===== src/rtl/zorro2_autoconfig_if.sv =====
// Zorro II bus signals seen by the AutoConfig responder: address, strobes, config data nibble.
interface zorro2_autoconfig_if;
  logic [23:1] ADDR;
  logic [3:0]  DIN;
  logic        UDS_n;
  logic        RW;
  logic        AS_n;
  logic [3:0]  DOUT;
  logic        DOE;

  modport master (
    output ADDR, DIN, UDS_n, RW, AS_n,
    input  DOUT, DOE
  );

  modport slave (
    input  ADDR, DIN, UDS_n, RW, AS_n,
    output DOUT, DOE
  );
endinterface


===== src/rtl/zorro2_autoconfig.sv =====
// Zorro II AutoConfig responder for the IDE board: config-space reads, 128K base latch, CFGOUT_n chain.
// Optional boot ROM vector advertised when AUTOBOOT_ROM_EN is defined.
module zorro2_autoconfig #(
  parameter logic [15:0] MANUF_ID   = 16'h07DB,
  parameter logic [7:0]  PRODUCT_ID = 8'h05,
  parameter logic [31:0] SERIAL     = 32'h00000001,
  parameter logic [15:0] DIAG_VEC   = 16'h4000
) (
  input  logic                CLK,
  input  logic                RESET_n,
  zorro2_autoconfig_if.slave  bus,
  input  logic                CFGIN_n,
  input  logic                BOARD_EN,
  output logic                CFGOUT_n,
  output logic                ide_access
);

`ifdef AUTOBOOT_ROM_EN
  localparam logic        ROMV   = 1'b1;
  localparam logic [15:0] DIAG_N = ~DIAG_VEC;
`else
  localparam logic        ROMV   = 1'b0;
`endif
  localparam logic [7:0]  ER_TYPE  = {2'b11, 1'b0, ROMV, 1'b0, 3'b010};
  localparam logic [7:0]  PROD_N   = ~PRODUCT_ID;
  localparam logic [15:0] MANUF_N  = ~MANUF_ID;
  localparam logic [31:0] SERIAL_N = ~SERIAL;

  typedef enum logic [1:0] {
    ST_UNCONF     = 2'd0,
    ST_CONFIGURED = 2'd1,
    ST_SHUTUP     = 2'd2
  } state_t;

  state_t      r_state, w_state_nxt;
  logic [7:0]  r_base, w_base_nxt;
  logic        r_wr_done, w_wr_done_nxt;
  logic        r_cfgout_n, w_cfgout_n_nxt;
  logic [3:0]  r_dout, w_dout_nxt;

  logic        w_cfg_hit;
  logic        w_commit;
  logic [7:0]  w_offset;
  logic [3:0]  w_rd_nib;
  logic        w_unused;

  assign w_cfg_hit = !bus.AS_n && (bus.ADDR[23:16] == 8'hE8) && !CFGIN_n &&
                     (r_state == ST_UNCONF) && BOARD_EN;
  assign w_offset  = {bus.ADDR[7:1], 1'b0};
  assign w_commit  = w_cfg_hit && !bus.RW && !bus.UDS_n && !r_wr_done;

  assign bus.DOE    = w_cfg_hit && bus.RW;
  assign bus.DOUT   = r_dout;
  assign CFGOUT_n   = r_cfgout_n;
  assign ide_access = (r_state == ST_CONFIGURED) && !bus.AS_n &&
                      (bus.ADDR[23:17] == r_base[7:1]);

`ifdef AUTOBOOT_ROM_EN
  assign w_unused = ^{bus.ADDR[15:8], r_base[0]};
`else
  assign w_unused = ^{bus.ADDR[15:8], r_base[0], DIAG_VEC};
`endif

  // Config ROM nibble map; identity fields are presented inverted on the bus
  always_comb begin
    w_rd_nib = 4'hF;
    case (w_offset)
      8'h00: w_rd_nib = ER_TYPE[7:4];
      8'h02: w_rd_nib = ER_TYPE[3:0];
      8'h04: w_rd_nib = PROD_N[7:4];
      8'h06: w_rd_nib = PROD_N[3:0];
      8'h10: w_rd_nib = MANUF_N[15:12];
      8'h12: w_rd_nib = MANUF_N[11:8];
      8'h14: w_rd_nib = MANUF_N[7:4];
      8'h16: w_rd_nib = MANUF_N[3:0];
      8'h18: w_rd_nib = SERIAL_N[31:28];
      8'h1A: w_rd_nib = SERIAL_N[27:24];
      8'h1C: w_rd_nib = SERIAL_N[23:20];
      8'h1E: w_rd_nib = SERIAL_N[19:16];
      8'h20: w_rd_nib = SERIAL_N[15:12];
      8'h22: w_rd_nib = SERIAL_N[11:8];
      8'h24: w_rd_nib = SERIAL_N[7:4];
      8'h26: w_rd_nib = SERIAL_N[3:0];
`ifdef AUTOBOOT_ROM_EN
      8'h28: w_rd_nib = DIAG_N[15:12];
      8'h2A: w_rd_nib = DIAG_N[11:8];
      8'h2C: w_rd_nib = DIAG_N[7:4];
      8'h2E: w_rd_nib = DIAG_N[3:0];
`endif
      8'h40: w_rd_nib = 4'h0;
      8'h42: w_rd_nib = 4'h0;
      default: w_rd_nib = 4'hF;
    endcase
  end

  // Next state: one write commit per bus cycle, chain output released only between cycles
  always_comb begin
    w_state_nxt    = r_state;
    w_base_nxt     = r_base;
    w_wr_done_nxt  = r_wr_done;
    w_cfgout_n_nxt = r_cfgout_n;
    w_dout_nxt     = (w_cfg_hit && bus.RW) ? w_rd_nib : 4'hF;

    if (bus.AS_n) w_wr_done_nxt = 1'b0;

    if (w_commit) begin
      w_wr_done_nxt = 1'b1;
      case (w_offset)
        8'h4A: w_base_nxt[3:0] = bus.DIN;
        8'h48: begin
          w_base_nxt[7:4] = bus.DIN;
          w_state_nxt     = ST_CONFIGURED;
        end
        8'h4C: w_state_nxt = ST_SHUTUP;
        default: ;
      endcase
    end

    if ((r_state == ST_UNCONF) && !BOARD_EN) w_state_nxt = ST_SHUTUP;

    if ((r_state != ST_UNCONF) && bus.AS_n) w_cfgout_n_nxt = 1'b0;
  end

  always_ff @(posedge CLK or negedge RESET_n) begin
    if (!RESET_n) begin
      r_state    <= ST_UNCONF;
      r_base     <= 8'h00;
      r_wr_done  <= 1'b0;
      r_cfgout_n <= 1'b1;
      r_dout     <= 4'hF;
    end else begin
      r_state    <= w_state_nxt;
      r_base     <= w_base_nxt;
      r_wr_done  <= w_wr_done_nxt;
      r_cfgout_n <= w_cfgout_n_nxt;
      r_dout     <= w_dout_nxt;
    end
  end

endmodule


===== src/flat_wrapper.sv =====
// flat-port wrapper written by rule: the top's interface ports become plain ports
module zorro2_autoconfig_flat 
#(
  parameter logic [15:0] MANUF_ID   = 16'h07DB,
  parameter logic [7:0]  PRODUCT_ID = 8'h05,
  parameter logic [31:0] SERIAL     = 32'h00000001,
  parameter logic [15:0] DIAG_VEC   = 16'h4000
)
  (CLK, RESET_n, CFGIN_n, BOARD_EN, CFGOUT_n, ide_access, bus_ADDR, bus_DIN, bus_UDS_n, bus_RW, bus_AS_n, bus_DOUT, bus_DOE);
  zorro2_autoconfig_if bus_i ();
  input  logic CLK;
  input  logic RESET_n;
  input  logic CFGIN_n;
  input  logic BOARD_EN;
  output logic CFGOUT_n;
  output logic ide_access;
  input wire logic [$bits(bus_i.ADDR)-1:0] bus_ADDR;
  input wire logic [$bits(bus_i.DIN)-1:0] bus_DIN;
  input wire logic [$bits(bus_i.UDS_n)-1:0] bus_UDS_n;
  input wire logic [$bits(bus_i.RW)-1:0] bus_RW;
  input wire logic [$bits(bus_i.AS_n)-1:0] bus_AS_n;
  output wire logic [$bits(bus_i.DOUT)-1:0] bus_DOUT;
  output wire logic [$bits(bus_i.DOE)-1:0] bus_DOE;
  assign bus_i.ADDR = bus_ADDR;
  assign bus_i.DIN = bus_DIN;
  assign bus_i.UDS_n = bus_UDS_n;
  assign bus_i.RW = bus_RW;
  assign bus_i.AS_n = bus_AS_n;
  assign bus_DOUT = bus_i.DOUT;
  assign bus_DOE = bus_i.DOE;
  zorro2_autoconfig #(.MANUF_ID(MANUF_ID), .PRODUCT_ID(PRODUCT_ID), .SERIAL(SERIAL), .DIAG_VEC(DIAG_VEC)) u_core (.CLK(CLK), .RESET_n(RESET_n), .bus(bus_i), .CFGIN_n(CFGIN_n), .BOARD_EN(BOARD_EN), .CFGOUT_n(CFGOUT_n), .ide_access(ide_access));
endmodule

===== config.mk =====
export PLATFORM = sky130hd
export DESIGN_NAME = zorro2_autoconfig_flat
export DESIGN_NICKNAME = d
export VERILOG_FILES = /design/src/rtl/zorro2_autoconfig_if.sv /design/src/rtl/zorro2_autoconfig.sv /design/src/flat_wrapper.sv
export SDC_FILE = /design/constraint.sdc
export NUM_CORES = 1
export LEC_CHECK = 0
export CAP_MARGIN = 5
export CORE_UTILIZATION = 50
export CTS_BUF_LIST = sky130_fd_sc_hd__clkbuf_8
export DETAILED_ROUTE_END_ITERATION = 12
export DONT_BUFFER_PORTS = 1
export PLACE_DENSITY = 0.73
export SLEW_MARGIN = 20
export SYNTH_ARGS = -nofsm -noshare
export SYNTH_HDL_FRONTEND = slang
export SYNTH_SLANG_ARGS = --single-unit
export TNS_END_PERCENT = 50

===== constraint.sdc =====
create_clock -name CLK -period 5.2 [get_ports CLK]
set_clock_uncertainty 0.15 [all_clocks]
set_input_delay 0.52 -clock CLK [delete_from_list [all_inputs] [get_ports CLK]]
set_output_delay 0.52 -clock CLK [all_outputs]
set_load 0.05 [all_outputs]

==> results.py, run 1 <==
metrics = {
    "floorplanning": {
        "die_w_um": 44.5,
        "fp-row-count": 14,
        "coreArea_sq_mm": 0.00159,
        "die_h_um": 44.5,
        "initial_utilization": 0.566,
        "pin_count": 41,
        "die_area_sq_mm": 0.00198,
    },
    "routing": {
        "vias_per_cell": 6.10,
        "wl_per_cell_um": 16.2,
        "drtIter0Drc": 9,
        "postRouteAntennaNets": 0,
        "dr.pass1.iters": 4,
        "routed_wl_mm": 1.80,
        "post-route-drc-count": 0,
        "vias": 677,
    },
    "timing": {
        "drv_slew": 0,
        "rsz0062_at_grt": "false",
        "hold_slack_ns": 0.166,
        "hold_viol_final": 0,
        "max_freq_mhz": 406,
        "maxSlewHeadroom": 0.553,
        "finalSetupViolCount": 0,
        "period_share": 0.474,
        "worst_pin_slew_ns": 0.665,
        "tns_ns": 0,
        "setup_ws_ns": 2.73,
        "period_needed_ns": 2.47,
    },
    "synth": {
        "synth_ff_type": "dfrtp_1",
        "synth_edf_count": 0,
        "syn-instance-count": 84,
        "async_flop_share": 1.00,
        "yosysSeqAreaShare": 0.423,
        "synth_cell_types": 38,
        "syn_nets": 118,
        "ys_seq_elements": 15,
        "avgSynthCellArea_sq_um": 10.7,
        "syn_area_sq_um": 902,
        "yosys_warnings": 0,
    },
    "finish": {
        "layout_common_cells": "10 x dfrtp_1, 7 x mux2_2, 6 x nand2_1",
        "stdcell_count": 111,
        "n_antenna_cell": 0,
        "final_layout_size_suffix_gt1_frac": 0.299,
        "area_growth_pct": 9.57,
        "final_common_cell": "dfrtp_1",
        "fin_nets": 122,
    },
    "min_path": {
        "hold_class": "in2reg",
    },
    "placed_design": {
        "pre_cts_slack_ns": 2.74,
        "place_inst": 106,
        "dp.final_hpwl_mm": 1.34,
        "place.gp.congestion": 0.825,
        "io_buffers": 0,
    },
    "global_routing": {
        "first_global_vias": 651,
        "grt.total_usage": 0.213,
        "grt_antenna_before_repair": 0,
        "grt_pass1_wl_mm": 2.96,
        "grt_max_degree": 16,
        "gr-total-overflow": 0,
    },
    "status": {
        "outcome": "complete, no violations",
    },
    "power_and_ir_drop": {
        "powerDensity_mw_per_mm2": 232,
        "ir_drop_uv": 173,
        "finalPower_uw": 229,
        "leakage_nw": 0.397,
    },
    "clocking": {
        "h-tree-depth": 1,
        "cts_root_buffer": "clkbuf_8",
        "worst_skew_pair.late_latency_ns": 0.25,
        "cts.sinks": 15,
        "clk_pin_slew_ns": 0.07,
        "cts_resized": 0,
        "ctsLongestPathBuffers": 2,
        "cts_buffers": 3,
        "cts_tree": "done",
    },
    "run": {
        "cap_violations": 0,
    },
    "worst_setup_path": {
        "critPathLaunchType": "primary input",
        "crit_arrival_ns": 1.80,
        "critPathMaxFanout": 5,
        "critPathKind": "in2out",
        "required_ns": 4.53,
        "end_kind": "primary output",
    },
}
[cells by family (layout without fill, tap and decap cells)]
logic type	after synthesis	count (layout)	synth area share
simple gates	35	35	0.276
flops	15	15	0.423
compound gates	12	12	0.0957
mux	9	9	0.111
xor+xnor	7	7	0.0680
buf+inv	6	9	0.0263
[area by class of cell]
class | count | area [sq um]
clock buffers | 3 | 41.3
clock inverters | 1 | 3.75
fillers | 122 | 606
inverters | 3 | 11.3
multi-input cells | 63 | 503
flip-flops and latches | 15 | 382
well taps | 24 | 30.0
repair buffers | 2 | 17.5
[what timing repair did]
item | in CTS | in global routing
endpoints found under the setup margin | 0 | 0
endpoints found under the hold margin | 15 | 0
hold buffers | 1 | 0
buffers inserted | 0 | 0
[sequential cells by signal (all words and copies together) (netlist names)]
register / count
u_core.r_state: 2
u_core.r_wr_done: 1
u_core.r_base: 7
u_core.CFGOUT_n: 1
u_core.bus.DOUT: 4
[path summary, 6_finish.rpt]
kind	start	endpoint	slack [ns]	cells past startpoint
setup / recovery	bus_ADDR[15]	bus_DOE	2.73	3
hold / removal	bus_ADDR[2]	u_core.bus.DOUT[1]$_DFF_PN1_	0.17	1
setup reg to reg	u_core.r_state[0]$_DFFE_PN0P_	u_core.r_base[7]$_DFFE_PN0P_	3.05	4
hold reg to reg	u_core.r_state[1]$_DFFE_PN0P_	u_core.r_state[1]$_DFFE_PN0P_	0.34	1
max in group asynchronous	RESET_n	u_core.r_base[7]$_DFFE_PN0P_	3.90	1
min in group asynchronous	RESET_n	u_core.r_state[0]$_DFFE_PN0P_	0.57	1
[critical path, stage by stage]
cell    delay, ns
or4_4        0.53
nor4_4       0.36
and2_2       0.38
[where the power goes]
group | switching (mW) | total [mW] | internal [mW]
logic | 0.00716 | 0.0151 | 0.00799
registers | 0.000261 | 0.118 | 0.117
clock network | 0.0444 | 0.0968 | 0.0524
[metrics by stage]
stage	cell area [sq um]	utilization
finish	988	0.620
global placement	933	0.586
global route	988	0.620
floorplan	902	-
CTS	988	0.620
detailed placement	933	0.586
[layer usage]
layer,routed length (um),vias up,GRT usage
met3,92,4,0.0694
met4,34,0,0.0909
met5,0,-,0
li1,-,316,-
met2,841,14,0.321
met1,827,343,0.281
[synthesized netlist by cell type (2+ instances only)]
cell type  count  area share
dfrtp_1       10        0.28
o21ai_0        3       0.017
inv_1          3       0.012
dfstp_2        5        0.15
xnor2_1        5       0.049
nand4_1        2       0.014
o41ai_1        2       0.019
mux2_2         7       0.087
nand3_1        2       0.011
clkbuf_1       2      0.0083
xor2_1         2       0.019
nor2_1         5       0.021
nor3_1         3       0.017
nand4b_1       2       0.019
nand2_1        6       0.025
or2_2          2       0.014
nor4_1         2       0.014
No activity file was read; power rests on OpenSTA's default activity.
==> inputs of run 2 (changes only) <==
==> constraint.sdc (replaced) <==
create_clock -name CLK -period 2.37 [get_ports CLK]
set_clock_uncertainty 0.15 [all_clocks]
set_input_delay 0.237 -clock CLK [delete_from_list [all_inputs] [get_ports CLK]]
set_output_delay 0.237 -clock CLK [all_outputs]
set_load 0.05 [all_outputs]
==> run 2 against run 1 <==
  * Worst hold slack got worse by 0.15 ns
  * Sequential cell count did not move
  * Sequential share of layout area fell by 4.4 points
  * Clock power rose by 110%
  * Critical endpoint is now u_core.bus.DOUT[2]$_DFF_PN1_
  * Largest power group unchanged
  * Cell area rose by 13%
==> results.py, run 2 (synthesized netlist as in run 1, its figures left out) <==
metrics = {
    "finish": {
        "final_common_cell": "dlygate4sd3_1",
        "stdcell_count": 124,
        "fin_nets": 135,
        "area_growth_pct": 23.6,
        "layout_common_cells": "12 x dlygate4sd3_1, 10 x dfrtp_1, 7 x mux2_2",
        "n_antenna_cell": 0,
        "final_layout_size_suffix_gt1_frac": 0.290,
        "regMostFlops": "u_core.r_base",
        "largest_reg_flops": 7,
    },
    "floorplanning": {
        "pin_count": 41,
        "initial_utilization": 0.566,
        "die_area_sq_mm": 0.00198,
        "die_h_um": 44.5,
        "fp-row-count": 14,
        "coreArea_sq_mm": 0.00159,
        "die_w_um": 44.5,
    },
    "routing": {
        "dr.pass1.iters": 4,
        "postRouteAntennaNets": 0,
        "routed_wl_mm": 1.89,
        "vias_per_cell": 5.90,
        "post-route-drc-count": 0,
        "vias": 731,
        "wl_per_cell_um": 15.3,
        "drtIter0Drc": 11,
    },
    "power_and_ir_drop": {
        "leakage_nw": 0.447,
        "ir_drop_uv": 402,
        "powerDensity_mw_per_mm2": 459,
    },
    "timing": {
        "setup_ws_ns": 0.173,
        "max_freq_mhz": 455,
        "maxSlewHeadroom": 0.547,
        "hold_viol_final": 0,
        "tns_ns": 0,
        "worst_pin_slew_ns": 0.677,
        "period_needed_ns": 2.20,
        "rsz0062_at_grt": "false",
        "finalSetupViolCount": 0,
        "drv_slew": 0,
        "hold_slack_ns": 0.0210,
        "period_share": 0.927,
    },
    "clocking": {
        "h-tree-depth": 1,
        "cts_resized": 0,
        "worst_skew_pair.late_latency_ns": 0.25,
        "cts_root_buffer": "clkbuf_8",
        "cts_tree": "done",
        "ctsLongestPathBuffers": 2,
        "cts.sinks": 15,
        "cts_buffers": 3,
        "clk_pin_slew_ns": 0.06,
    },
    "global_routing": {
        "grt.total_usage": 0.230,
        "grt_pass1_wl_mm": 3.14,
        "first_global_vias": 726,
        "grt_max_degree": 16,
        "gr-total-overflow": 0,
        "grt_antenna_before_repair": 0,
    },
    "run": {
        "cap_violations": 0,
    },
    "placed_design": {
        "io_buffers": 0,
        "pre_cts_slack_ns": 0.316,
        "place.gp.congestion": 0.733,
        "place_inst": 108,
        "dp.final_hpwl_mm": 1.43,
    },
    "worst_setup_path": {
        "rrSetupSlack_ns": 0.17,
        "r2r-end": "u_core.bus.DOUT[2]$_DFF_PN1_",
        "critPathLaunchType": "register",
        "reg2reg_from": "u_core.r_state[0]$_DFFE_PN0P_",
        "cp-startpoint": "u_core.r_state[0]$_DFFE_PN0P_",
        "r2r_cells": 6,
        "crit_arrival_ns": 2.22,
        "end_kind": "register",
        "critPathKind": "reg2reg",
        "critPathMaxFanout": 5,
        "required_ns": 2.40,
    },
    "min_path": {
        "holdPathEnd": "u_core.r_state[0]$_DFFE_PN0P_",
        "min-delay-start": "bus_ADDR[0]",
        "holdPathStages": 2,
        "hold_class": "in2reg",
    },
    "status": {
        "outcome": "complete, no violations",
    },
}
run 2: cell count changes in the layout (fill, tap and decap cells not counted):
cell           previous run  this run
inv_1                     4         3
dlygate4sd3_1             1        12
clkinv_2                  0         1
buf_4                     1         3
run 2: final cells by class:
| type | instances | area [sq um] |
|---|---|---|
| flip-flops and latches | 15 | 382 |
| inverters | 3 | 11.3 |
| clock inverters | 1 | 5.00 |
| repair buffers | 15 | 143 |
| well taps | 24 | 30.0 |
| clock buffers | 3 | 41.3 |
| multi-input cells | 63 | 503 |
| fillers | 121 | 479 |
run 2: how the worst max path moves through the flow:
stage	to	slack, ns
2_1_floorplan	u_core.r_base[4]$_DFFE_PN0P_	0.37
3_3_place_gp	u_core.r_base[7]$_DFFE_PN0P_	0.33
3_5_place_dp	u_core.r_base[7]$_DFFE_PN0P_	0.32
4_1_cts	u_core.bus.DOUT[1]$_DFF_PN1_	0.04
5_1_grt	u_core.bus.DOUT[2]$_DFF_PN1_	0.07
6_report	u_core.bus.DOUT[2]$_DFF_PN1_	0.17
run 2: repair_timing:
item                                    in CTS  in global routing
hold buffers                                12                  0
endpoints found under the hold margin       29                  0
setup buffers                                0                  0
endpoints found under the setup margin       0                  2
run 2: report_power, final:
| group | internal, mW | total (mW) | switching, mW |
|---|---|---|---|
| clock | 0.116 | 0.207 | 0.0902 |
| sequential | 0.257 | 0.258 | 0.000548 |
| combinational | 0.0274 | 0.0468 | 0.0194 |
run 2: layer usage:
metal	track usage	up-vias	routed length, um
li1	-	343	-
met2	0.365	24	933
met4	0.145	0	51
met5	0	-	0
met3	0.0531	4	102
met1	0.281	360	805
run 2: critical path, stage by stage, from the launching register on:
cell	delay (ns)
dfrtp_1	0.41
or2_2	0.34
nor4_4	0.18
buf_4	0.18
o2111a_1	0.23
o41ai_1	0.08
dlygate4sd3_1	0.56
run 2: metrics by stage:
| stage | cell area (sq um) | utilization | total power, mW |
|---|---|---|---|
| floorplan | 908 | - | 0.293 |
| global placement | 948 | 0.595 | 0.289 |
| detailed placement | 948 | 0.595 | 0.290 |
| CTS | 1110 | 0.699 | 0.519 |
| global route | 1110 | 0.699 | 0.532 |
| finish | 1110 | 0.699 | 0.512 |
